`config.mk`:
```
export PLATFORM = sky130hd
export DESIGN_NAME = e203_itcm_ctrl
export DESIGN_NICKNAME = d
export VERILOG_FILES = /design/src/rtl/e203_itcm_ctrl.sv
export SDC_FILE = /design/constraint.sdc
export NUM_CORES = 1
export LEC_CHECK = 0
export BUFFER_PORTS_ARGS = -buffer_cell sky130_fd_sc_hd__buf_2
export CAP_MARGIN = 0
export CORE_AREA = 2 2 152 154
export DETAILED_ROUTE_END_ITERATION = 6
export DIE_AREA = 0 0 154 156
export GPL_TIMING_DRIVEN = 0
export PLACE_DENSITY_LB_ADDON = 0.3
export SYNTH_ARGS = -nofsm -noshare
export SYNTH_HDL_FRONTEND = slang
export SYNTH_SLANG_ARGS = --single-unit
export TNS_END_PERCENT = 1
```
`constraint.sdc`:
```
create_clock -name clk -period 5.3 [get_ports clk]
set_input_delay 1.06 -clock clk [delete_from_list [all_inputs] [get_ports clk]]
set_output_delay 1.06 -clock clk [all_outputs]
set_load 0.02 [all_outputs]
```
`src/rtl/e203_itcm_ctrl.sv`:
```
// ITCM SRAM controller: round-robin arbitration between IFU fetch and LSU ports,
// single-entry response slots with stall hold, and idle-driven light sleep.
module e203_itcm_ctrl #(
  parameter int DW          = 64,
  parameter int MW          = 8,
  parameter int AW          = 13,
  parameter int IDLE_LS_CYC = 16
) (
  input  logic          clk,
  input  logic          rst,
  input  logic          ifu_cmd_valid,
  output logic          ifu_cmd_ready,
  input  logic [AW-1:0] ifu_cmd_addr,
  output logic          ifu_rsp_valid,
  input  logic          ifu_rsp_ready,
  output logic [DW-1:0] ifu_rsp_rdata,
  input  logic          lsu_cmd_valid,
  output logic          lsu_cmd_ready,
  input  logic          lsu_cmd_read,
  input  logic [AW-1:0] lsu_cmd_addr,
  input  logic [MW-1:0] lsu_cmd_wmask,
  input  logic [DW-1:0] lsu_cmd_wdata,
  output logic          lsu_rsp_valid,
  input  logic          lsu_rsp_ready,
  output logic [DW-1:0] lsu_rsp_rdata,
  output logic          ram_cs,
  output logic          ram_we,
  output logic [AW-1:0] ram_addr,
  output logic [MW-1:0] ram_wem,
  output logic [DW-1:0] ram_din,
  input  logic [DW-1:0] ram_dout,
  output logic          ram_ls,
  output logic          ram_ds,
  output logic          ram_sd
);

  typedef enum logic [1:0] {S_IDLE, S_ACTIVE, S_SLEEP, S_WAKE} state_e;

  localparam logic [7:0] LS_LAST = 8'(IDLE_LS_CYC - 1);

  state_e        state_q, state_d;
  logic [7:0]    idle_cnt_q, idle_cnt_d;
  logic          rr_lsu_q, rr_lsu_d;

  logic          ifu_vld_q, ifu_fresh_q;
  logic [DW-1:0] ifu_rdata_q;
  logic          lsu_vld_q, lsu_fresh_q, lsu_rd_q;
  logic [DW-1:0] lsu_rdata_q;

  logic awake, ifu_elig, lsu_elig, grant_ifu, grant_lsu, accept, any_valid;
  logic lsu_wr;

  // A slot can take a new command when empty or when it drains this cycle.
  assign awake     = !rst && (state_q == S_IDLE || state_q == S_ACTIVE);
  assign ifu_elig  = awake && ifu_cmd_valid && (!ifu_vld_q || ifu_rsp_ready);
  assign lsu_elig  = awake && lsu_cmd_valid && (!lsu_vld_q || lsu_rsp_ready);
  assign grant_lsu = lsu_elig && (!ifu_elig || rr_lsu_q);
  assign grant_ifu = ifu_elig && !grant_lsu;
  assign accept    = grant_ifu || grant_lsu;
  assign any_valid = ifu_cmd_valid || lsu_cmd_valid;
  assign lsu_wr    = grant_lsu && !lsu_cmd_read;

  assign ifu_cmd_ready = grant_ifu;
  assign lsu_cmd_ready = grant_lsu;

  assign ram_cs   = accept;
  assign ram_we   = lsu_wr;
  assign ram_addr = grant_lsu ? lsu_cmd_addr : ifu_cmd_addr;
  assign ram_wem  = lsu_wr ? lsu_cmd_wmask : '0;
  assign ram_din  = lsu_wr ? lsu_cmd_wdata : '0;
  assign ram_ls   = (state_q == S_SLEEP);
  assign ram_ds   = 1'b0;
  assign ram_sd   = 1'b0;

  // First response cycle forwards ram_dout; later stall cycles replay the held copy.
  assign ifu_rsp_valid = ifu_vld_q;
  assign ifu_rsp_rdata = ifu_fresh_q ? ram_dout : ifu_rdata_q;
  assign lsu_rsp_valid = lsu_vld_q;
  assign lsu_rsp_rdata = !lsu_rd_q ? '0 : (lsu_fresh_q ? ram_dout : lsu_rdata_q);

  always_comb begin
    state_d    = state_q;
    idle_cnt_d = idle_cnt_q;
    rr_lsu_d   = rr_lsu_q;
    if (ifu_elig && lsu_elig) rr_lsu_d = grant_ifu;
    case (state_q)
      S_IDLE, S_ACTIVE: begin
        if (accept) begin
          state_d    = S_ACTIVE;
          idle_cnt_d = '0;
        end else if (any_valid) begin
          state_d    = S_IDLE;
          idle_cnt_d = '0;
        end else if (state_q == S_IDLE && !ifu_vld_q && !lsu_vld_q) begin
          if (idle_cnt_q == LS_LAST) begin
            state_d    = S_SLEEP;
            idle_cnt_d = '0;
          end else begin
            idle_cnt_d = idle_cnt_q + 8'd1;
          end
        end else begin
          state_d = S_IDLE;
        end
      end
      S_SLEEP: if (any_valid) state_d = S_WAKE;
      S_WAKE: begin
        state_d    = S_IDLE;
        idle_cnt_d = '0;
      end
      default: state_d = S_IDLE;
    endcase
  end

  always_ff @(posedge clk or posedge rst) begin
    if (rst) begin
      state_q    <= S_IDLE;
      idle_cnt_q <= '0;
      rr_lsu_q   <= 1'b1;
    end else begin
      state_q    <= state_d;
      idle_cnt_q <= idle_cnt_d;
      rr_lsu_q   <= rr_lsu_d;
    end
  end

  always_ff @(posedge clk or posedge rst) begin
    if (rst) begin
      ifu_vld_q   <= 1'b0;
      ifu_fresh_q <= 1'b0;
      ifu_rdata_q <= '0;
    end else begin
      ifu_fresh_q <= grant_ifu;
      if (grant_ifu)          ifu_vld_q <= 1'b1;
      else if (ifu_rsp_ready) ifu_vld_q <= 1'b0;
      if (ifu_fresh_q)        ifu_rdata_q <= ram_dout;
    end
  end

  always_ff @(posedge clk or posedge rst) begin
    if (rst) begin
      lsu_vld_q   <= 1'b0;
      lsu_fresh_q <= 1'b0;
      lsu_rd_q    <= 1'b0;
      lsu_rdata_q <= '0;
    end else begin
      lsu_fresh_q <= grant_lsu;
      if (grant_lsu) begin
        lsu_vld_q <= 1'b1;
        lsu_rd_q  <= lsu_cmd_read;
      end else if (lsu_rsp_ready) begin
        lsu_vld_q <= 1'b0;
      end
      if (lsu_fresh_q) lsu_rdata_q <= lsu_rd_q ? ram_dout : '0;
    end
  end

endmodule

```
==> flow_summary_export.csv, run 1 <==
group,metric,value,unit
outcome,status,"finished, final reports clean",
sta,finalSetupViolations,0,
cts,clk_path_buf_depth,2,
floorplan,boundaryPins,391,
layout,area_delta_synth_final,42.3,%
setup_path,cp.arrival,2470,ps
cts,clk_pin_slew_worst_paths,60,ps
setup_path,crit_path_frequent_cell,"buf_2",
sta,slew_viol_final,0,
setup_path,startpoint_type,"input pin",
setup_path,end_kind,"output port",
sta,hold_viol_final,0,
sta,fin_ws,1770,ps
yosys,synthesis.area,6920,um^2
cts,clock_latency,410,ps
floorplan,die_w,154,um
sta,period_needed,3530,ps
place,port_buffers,388,
sta,period_share,66.6,%
yosys,seq_area_frac_synth,52.1,%
detailed_routing,routed_wl,24500,um
place,pre_cts_ws,1760,ps
global_route,grt-ovfl-total,0,
yosys,synth_cell_types,41,
floorplan,rows,55,
global_route,grt_pass1_vias,6176,
pwr,leakagePower,5.19,nW
setup_path,required,4240,ps
yosys,syn_area_per_cell,10.4,um^2
setup_path,cp_slowest_stage_delay,330,ps
detailed_routing,dr.pass1.iters,4,
hold_path,hp-class,"flop to flop",
cts,post_cts_buffers,0,
place,gp_congestion,0.932,
setup_path,slowest_stage,"mux2_4",
cts,cts_tree,"yes",
setup_path,crit_type,"input pin to output port",
sta,skew,7.57,ps
sta,fin_setup_tns,0,ps
cts,cts_buffers,17,
layout,drive_gt1_share,49.0,%
floorplan,fp.dieArea,24000,um^2
cts,htreeDepth,4,
setup_path,worstPathMaxFanout,10,
yosys,ys_ff_latch,144,
sta,max_clock_freq,0.283,GHz
sta,max_slew.worst_pin.slew,879,ps
cts,ctsHoldBuffers,0,
detailed_routing,drtAntennaViolNets,0,
layout,final_common_cell,"buf_2",
sta,relSlewSlack,41.4,%
sta,rsz0062_at_grt,"false",
flow_run,maxCapViolCount,0,
floorplan,start_util,30.9,%
cts,clock-sinks,144,
global_route,grt_pass1_wl,36000,um
pwr,power_density,395,nW/um^2
detailed_routing,wl_per_cell,17.8,um
cts,root_buffer,"clkbuf_16",
place,dp_hpwl,20000,um
detailed_routing,vias_per_cell,4.53,
yosys,synthCells,663,
global_route,grt_usage,19.8,%
floorplan,die_h,156,um
cts,cts.repair.resized,0,
setup_path,crit_path_cell_trace,"buf_2, nor2_4, nand3_4, o21ai_4, buf_6, mux2_4, buf_2",
setup_path,critPathBufInv,3,
detailed_routing,drc,0,
yosys,synth_area_leaders,"dfrtp_1, and2_1, mux2_2",
setup_path,cp_top_family,"buffers and inverters",
global_route,antenna_found_initial,5,
detailed_routing,dr.first_iter.drc_count,255,
yosys,synth.top_cell.area_share,51.7,%
yosys,synth_top_area_cell,"dfrtp_1",
layout,final_cell_mix,"buf_2, dfrtp_1, and2_1",
detailed_routing,num_vias,6214,
floorplan,coreArea,22400,um^2
global_route,grt_max_degree,79,
layout,finalNetCount,1242,
pwr,peakVddDrop,0.191,mV
yosys,synth.yosys.warnings,0,
-- final cells by class --
type                            instances  area (um^2)
Inverter                               70          268
Multi-Input combinational cell        403         2790
Sequential cell                       144         3600
Buffer                                 47          267
Tap cell                              285          357
Fill cell                            2200        12500
Antenna cell                            3         7.51
Timing Repair Buffer                  389         1970
Clock inverter                         13          129
Clock buffer                           19          453
-- where the power goes --
part | internal (mW) | total [mW] | leakage [nW] | switching, mW
Clock | 0.681 | 1.18 | 0.280 | 0.496
Sequential | 1.35 | 1.42 | 1.78 | 0.0692
Combinational | 0.470 | 1.30 | 3.12 | 0.829
Total | 2.50 | 3.89 | 5.19 | 1.39
-- final timing paths --
path / slack (ps) / cells after the start / start / endpoint
max: 1770 / 7 / rst / ram_addr[11]
min: 490 / 1 / ifu_rdata_q[19] / ifu_rdata_q[19]
max reg2reg: 3380 / 3 / ifu_fresh_q / ifu_rdata_q[18]
min reg2reg: 490 / 1 / ifu_rdata_q[19] / ifu_rdata_q[19]
max in group asynchronous: 3730 / 3 / rst / lsu_rdata_q[51]
min in group asynchronous: 750 / 2 / rst / ifu_rdata_q[12]
-- flip-flops by register name, indices dropped and copies added, names as in the netlist --
name,flops
idle_cnt_q,8
ifu_fresh_q,1
ifu_rdata_q,64
ifu_rsp_valid,1
lsu_fresh_q,1
lsu_rd_q,1
lsu_rdata_q,64
lsu_rsp_valid,1
rr_lsu_q,1
state_q,2
-- cell usage after synthesis --
cell / instances
dfrtp_1: 143
and2_1: 136
o21ai_0: 71
mux2_2: 70
inv_1: 69
nand3_1: 68
clkbuf_1: 19
buf_2: 12
buf_6: 9
mux2_4: 7
nand2_1: 7
a21oi_1: 6
buf_1: 5
nor2_1: 5
nand2b_1: 4
or3_1: 3
and3_1: 2
buf_4: 2
nor4_1: 2
o211ai_1: 2
a211o_1: 1
a31oi_1: 1
and3_2: 1
and4_1: 1
conb_1: 1
dfstp_2: 1
ha_1: 1
inv_2: 1
nand3_4: 1
nand4_1: 1
nor2_4: 1
nor3_4: 1
o211a_1: 1
o21ai_1: 1
o21ai_2: 1
o21ai_4: 1
or2_2: 1
or3_4: 1
or4b_1: 1
xnor2_1: 1
xor2_1: 1
-- cell families (layout without fill, tap and decap cells) --
group	count (synthesis)	count (layout)	share of synthesized area (%)
AND/OR/NAND/NOR	236	236	20.2
adder cells (fa/ha/maj)	1	1	0.181
buffers and inverters	117	538	7.65
flip-flops	144	144	52.1
other	1	5	0.0542
multiplexers	77	77	12.9
XOR/XNOR	2	2	0.253
AO/OA/AOI/OAI	85	85	6.58
-- layer usage --
| layer | GRT usage [%] | routed length (um) |
|---|---|---|
| met2 | 36.7 | 13000 |
| met5 | 0 | 27 |
| met3 | 6.19 | 1700 |
| met1 | 21.9 | 9410 |
| met4 | 5.70 | 355 |
-- metrics by stage --
step | utilization [%] | cells | power, mW | cell area, um^2 | hold slack (ps)
after floorplan | - | 664 | 2.25 | 6920 | 478
after global placement | 41.2 | 1337 | 2.73 | 9220 | 476
after detailed placement | 41.4 | 1338 | 2.75 | 9250 | 481
after CTS | 44.0 | 1370 | 3.94 | 9830 | 496
after global routing | 44.0 | 1371 | 4.11 | 9840 | 503
final | 44.0 | 1373 | 3.89 | 9840 | 493
-- worst reg2reg max path, cell delays in order (launching register included) --
cell	delay, ps
dfrtp_1	320
clkbuf_1	650
buf_2	430
mux2_2	400
Note: power is estimated with default switching activity, not from simulation.
==> inputs of run 2 (changes only) <==
Settings changed: ABC_AREA set to 1.
Clock period 5.3 ns to 3.68 ns, I/O delays scaled along.
==> run 2 against run 1 <==
Area after synthesis is 1.2% higher. Sequential share of layout area is 0.90 points lower. Non-clock buffer count is 2 higher. Synthesized cell count is 31% higher. Power is 110% higher. Clock power is 60% higher. Cell count is 16% higher. Count of clock-buffer cells in the layout is 1 lower. Critical path depth is 4 higher. Design area is 2.5% higher. Routed wire length is 3.5% lower. Critical endpoint is now ram_addr[5].
==> flow_summary_export.csv, run 2 <==
group,metric,value,unit
outcome,status,"finished, final reports clean",
hold_path,hp-class,"input pin to asynchronous set/reset pin",
layout,finalNetCount,1458,
layout,reg_top3,"ifu_rdata_q (64), lsu_rdata_q (64), idle_cnt_q (8)",
floorplan,rows,55,
yosys,muxShareOfSynthArea,4.83,%
yosys,ys_ff_latch,144,
floorplan,die_w,154,um
cts,clock_latency,410,ps
sta,worst_hold_slack,400,ps
setup_path,startpoint_type,"input pin",
cts,cts_tree,"yes",
layout,drive_gt1_share,40.0,%
floorplan,die_h,156,um
yosys,synth_top_area_cell,"dfrtp_1",
flow_run,maxCapViolCount,0,
pwr,peakVddDrop,0.340,mV
yosys,synth_common_cells,"inv_1, nand2_1, nor2_1",
detailed_routing,routed_wl,23600,um
setup_path,worstPathMaxFanout,34,
detailed_routing,dr.pass1.iters,4,
sta,finalSetupViolations,0,
global_route,grt_usage,18.7,%
yosys,synthesis.area,7000,um^2
layout,final_cell_mix,"buf_2, inv_1, nand2_1",
yosys,synth_cell_types,32,
place,port_buffers,388,
setup_path,crit_path_cell_trace,"buf_2, clkinvlp_4, buf_12, nand2_1, clkinv_2, nand3_4, inv_1, buf_6, nand2_1, nand2_2, buf_2",
yosys,async_reset_ff_share,100,%
layout,antenna_cells,0,
detailed_routing,num_vias,6848,
sta,rsz0062_at_grt,"false",
global_route,grt_pass1_wl,34600,um
sta,hold_viol_final,0,
detailed_routing,drtAntennaViolNets,0,
sta,period_needed,3340,ps
yosys,synth_compound_area_share,8.63,%
setup_path,cp_slowest_stage_delay,430,ps
sta,max_clock_freq,0.300,GHz
cts,clock-sinks,144,
cts,cts_buffers,17,
pwr,finalPower,8.05,mW
pwr,leakagePower,5.98,nW
floorplan,boundaryPins,391,
sta,period_share,90.7,%
yosys,synth_edf_count,0,
setup_path,required,2940,ps
pwr,power_density,798,nW/um^2
cts,clk_path_buf_depth,2,
global_route,grt-ovfl-total,0,
detailed_routing,drc,0,
place,dpl.cell_count,1548,
global_route,antenna_found_initial,1,
floorplan,start_util,31.3,%
global_route,grt_pass1_vias,6179,
yosys,synth_xor_area_share,0,%
yosys,yosys.area_share.simple,20.2,%
yosys,synth.yosys.warnings,0,
layout,final_common_cell,"buf_2",
detailed_routing,wl_per_cell,14.9,um
place,dp_hpwl,18400,um
place,postPlaceCellArea,9400,um^2
sta,fin_ws,341,ps
setup_path,end_kind,"output port",
cts,htreeDepth,4,
yosys,syn_area_per_cell,8.04,um^2
detailed_routing,vias_per_cell,4.32,
yosys,synth_ff_type,"dfrtp_1",
yosys,seq_area_frac_synth,51.5,%
yosys,synth_top_family_by_area,"simple AND/OR/NAND/NOR gates",
yosys,synth_most_common_cell,"inv_1",
layout,regArea,3600,um^2
layout,area_delta_synth_final,44.1,%
sta,slew_viol_final,0,
sta,max_slew.worst_pin.slew,928,ps
yosys,synthCells,871,
yosys,synth_area_leaders,"dfrtp_1, inv_1, nand2_1",
layout,multiInputGateArea,2410,um^2
sta,relSlewSlack,37.8,%
cts,root_buffer,"clkbuf_16",
layout,stdcell_count,1586,
yosys,synth.top_cell.area_share,51.1,%
setup_path,slowest_stage,"inv_1",
yosys,synthAdderAreaFrac,0.179,%
sta,skew,9.97,ps
layout,postLayoutCellArea,10100,um^2
floorplan,coreArea,22400,um^2
layout,n_fill_cell,2250,
cts,cts.repair.resized,0,
detailed_routing,dr.first_iter.drc_count,290,
setup_path,crit_type,"input pin to output port",
floorplan,fp.dieArea,24000,um^2
global_route,grt_max_degree,42,
cts,clk_pin_slew_worst_paths,70,ps
setup_path,cp.arrival,2600,ps
place,gp_congestion,0.828,
place,pre_cts_ws,-321,ps
-- run 2: changes by cell type after synthesis, sizes merged, moves of 67 or more --
cell,delta
o21ai,-67
and2,-136
nor2,+157
inv,+134
nand2,+153
-- run 2: area by class of cell --
cell class / instances / share of cell area (%)
buffer: 42 / 2.52
clock buffer: 18 / 4.35
timing repair buffer: 396 / 20.2
sequential: 144 / 35.7
timing repair inverter: 1 / 0.0496
inverter: 205 / 7.70
tap: 285 / 3.54
clock inverter: 14 / 2.03
multi-input combinational: 481 / 23.9
-- run 2: path summary, 6_finish.rpt --
kind,startpoint,endpoint,slack [ps],cells after the start
worst max-delay path,rst,ram_addr[5],340,11
min in group clk,lsu_rdata_q[40],lsu_rdata_q[40],480,2
worst min register to register,lsu_rdata_q[40],lsu_rdata_q[40],480,2
worst min-delay path,rst,lsu_rdata_q[30],400,3
worst max register to register,lsu_rsp_valid,ifu_fresh_q,1750,7
max in group asynchronous,rst,lsu_rdata_q[59],2440,5
-- run 2: critical path: cells and delay by family --
| kind | cells | cell delay [ps] |
|---|---|---|
| buffers and inverters | 7 | 1410 |
| and+or+nand+nor | 4 | 410 |
-- run 2: cells by family after synthesis --
group,after synthesis
AO/OA/AOI/OAI,110
adder cells (fa/ha/maj),1
buffers and inverters,247
flip-flops,144
multiplexers,30
other,1
AND/OR/NAND/NOR,338
-- run 2: where the power goes --
part	internal, mW	switching [mW]
registers	2.25	0.185
clock network	1.17	0.727
logic	1.20	2.52
-- run 2: metrics by stage --
| step | utilization, % | TNS (ps) |
|---|---|---|
| 6_report | 45.1 | 0 |
| 3_3_place_gp | 41.8 | -203890 |
| 3_5_place_dp | 42.0 | -10660 |
| 2_1_floorplan | - | -69480 |
| 5_1_grt | 45.1 | 0 |
| 4_1_cts | 44.9 | 0 |
-- run 2: per-layer routing --
metal  vias up  global-route usage [%]  share of wire [%]  wire length (um)
met5         -                       0                  0                 0
met4         0                    4.09               0.80               189
met3        17                    5.53                6.5              1540
met2       212                    29.0                 46             10900
met1      3199                    25.8                 47             11000
li1       3420                       -                  -                 -
-- run 2: repair_timing --
action                     CTS  global route
pin swaps                    0             0
buffers inserted             0             5
gates cloned                 1             0
setup endpoints to repair   86            16
hold buffers                 0             0
==> inputs of run 3 (changes only) <==
Settings changed: RECOVER_POWER set to 25.
==> run 3 against run 2 <==
Largest cell class unchanged. Combinational power hardly changed. Design area down 0.21%. The flow now finishes with violations (max-capacitance violations, max-slew violations). Critical path depth unchanged. Non-clock buffer count is the same. Sequential share of layout area is 0.076 points higher. First-iteration DRC count is 0.34% lower. Count of clock-buffer cells in the layout did not move. Critical path type unchanged. Die area unchanged. Sequential cell count stayed put. Highest routed layer unchanged.
==> flow_summary_export.csv, run 3 (synthesis gave the netlist of run 2 again) <==
group,metric,value,unit
pwr,swShare,42.7,%
cts,clock_latency,410,ps
setup_path,cp.arrival,2640,ps
sta,rsz0062_at_grt,"false",
layout,area_delta_synth_final,43.8,%
global_route,grt_max_degree,42,
pwr,power_density,800,nW/um^2
global_route,grt-ovfl-total,0,
sta,fin_setup_tns,0,ps
setup_path,crit_type,"input pin to output port",
layout,postLayoutCellArea,10100,um^2
layout,stdcell_count,1586,
layout,n_fill_cell,2253,
cts,cts_buffers,17,
detailed_routing,drtAntennaViolNets,0,
layout,antenna_cells,0,
floorplan,fp.dieArea,24000,um^2
detailed_routing,drc,0,
floorplan,boundaryPins,391,
global_route,antenna_found_initial,1,
pwr,peakVddDrop,0.339,mV
pwr,leakagePower,5.97,nW
place,port_buffers,388,
detailed_routing,dr.first_iter.drc_count,289,
layout,final_common_cell,"buf_2",
layout,final_cell_mix,"buf_2, inv_1, nand2_1",
setup_path,startpoint_type,"input pin",
setup_path,end_kind,"output port",
pwr,p_seq_share,30.2,%
setup_path,reg2reg_from,"lsu_rsp_valid",
pwr,intPower,4.61,mW
floorplan,die_w,154,um
global_route,grt_usage,18.7,%
flow_run,maxCapViolCount,1,
sta,finalSetupViolations,0,
pwr,clkPwrFrac,23.5,%
floorplan,coreArea,22400,um^2
sta,hold_viol_final,0,
cts,clk_pin_slew_worst_paths,70,ps
setup_path,required,2940,ps
place,dp_hpwl,18400,um
setup_path,worstReg2RegEnd,"ifu_fresh_q",
sta,skew,9.97,ps
cts,cts_tree,"yes",
floorplan,start_util,31.3,%
outcome,violations,"max-capacitance violations, max-slew violations",
pwr,finalPower,8.05,mW
global_route,grt_pass1_wl,34600,um
setup_path,r2r_cells,7,
place,dpl.cell_count,1548,
detailed_routing,wl_per_cell,14.9,um
place,postPlaceCellArea,9400,um^2
layout,finalNetCount,1458,
pwr,p_comb_share,46.2,%
floorplan,rows,55,
hold_path,hp-class,"input pin to asynchronous set/reset pin",
outcome,status,"complete, but fails checks",
pwr,p_sw,3.43,mW
layout,reg_top3,"ifu_rdata_q (64), lsu_rdata_q (64), idle_cnt_q (8)",
sta,max_slew.worst_pin.slew,1880,ps
detailed_routing,num_vias,6852,
sta,period_needed,3380,ps
layout,drive_gt1_share,39.5,%
setup_path,worstPathMaxFanout,34,
place,gp_congestion,0.828,
setup_path,reg2reg_setup_slack,1750,ps
sta,max_clock_freq,0.296,GHz
cts,clk_path_buf_depth,2,
cts,clock-sinks,144,
sta,slew_viol_final,41,
floorplan,die_h,156,um
detailed_routing,vias_per_cell,4.32,
sta,relSlewSlack,-25.7,%
cts,root_buffer,"clkbuf_16",
cts,htreeDepth,4,
detailed_routing,routed_wl,23600,um
detailed_routing,dr.pass1.iters,4,
global_route,grt_pass1_vias,6179,
sta,period_share,91.8,%
[run 3: cell types whose count changed in the layout (fill, tap and decap cells not counted)]
cell	before	now
clkbuf_1	15	20
buf_4	7	3
buf_2	404	401
clkbuf_4	0	2
buf_12	4	3
dlymetal6s2s_1	0	1
nand2_1	149	150
nand2_2	11	10
[run 3: worst max-delay path, cell delays in order]
cell,delay (ps)
clkbuf_1,150
clkinvlp_4,160
buf_12,220
nand2_1,90
clkinv_2,80
nand3_4,170
inv_1,430
buf_6,250
nand2_1,80
nand2_2,50
buf_2,160
[run 3: through the flow]
step	hold WS [ps]	setup WS [ps]	util [%]
5_1_grt	424	121	45.0
2_1_floorplan	444	-798	-
4_1_cts	374	0.593	44.9
3_3_place_gp	456	-2390	41.8
6_report	436	302	45.0
3_5_place_dp	462	-321	42.0
[run 3: how the worst max path moves through the flow]
stage,endpoint,from
4_1_cts,ram_addr[5],rst
3_3_place_gp,ram_addr[10],rst
6_report,ram_addr[11],rst
5_1_grt,ram_addr[11],rst
3_5_place_dp,ram_addr[11],rst
2_1_floorplan,ram_din[10],rst
[run 3: power groups by stage]
stage	clock network, mW	registers, mW	logic, mW
global route	2.00	2.49	4.06
finish	1.89	2.43	3.72
global placement	0	2.44	3.70
detailed placement	0	2.46	3.74
CTS	1.93	2.44	3.76
floorplan	0	2.42	2.46
[run 3: what timing repair did]
item	4_1_cts	5_1_grt
resized for setup	0	0
hold buffers	0	0
cloned	1	0
setup buffers	0	5
setup endpoints to repair	86	16
[run 3: metal layers]
metal	GRT usage (%)	vias to the layer above	wire [um]
li1	-	3419	-
met3	5.53	17	1550
met4	4.09	0	189
met5	0	-	0
met1	25.8	3205	11100
met2	29.0	211	10800
[run 3: area by class of cell]
| class | instances | area (um^2) | area share [%] |
|---|---|---|---|
| repair inverters | 1 | 5.00 | 0.0497 |
| flip-flops and latches | 144 | 3600 | 35.8 |
| clock buffers | 18 | 439 | 4.36 |
| plain buffers | 42 | 251 | 2.50 |
| inverters | 205 | 777 | 7.72 |
| repair buffers | 396 | 2020 | 20.1 |
| well taps | 285 | 357 | 3.54 |
| multi-input cells | 481 | 2400 | 23.9 |
| clock inverters | 14 | 205 | 2.04 |
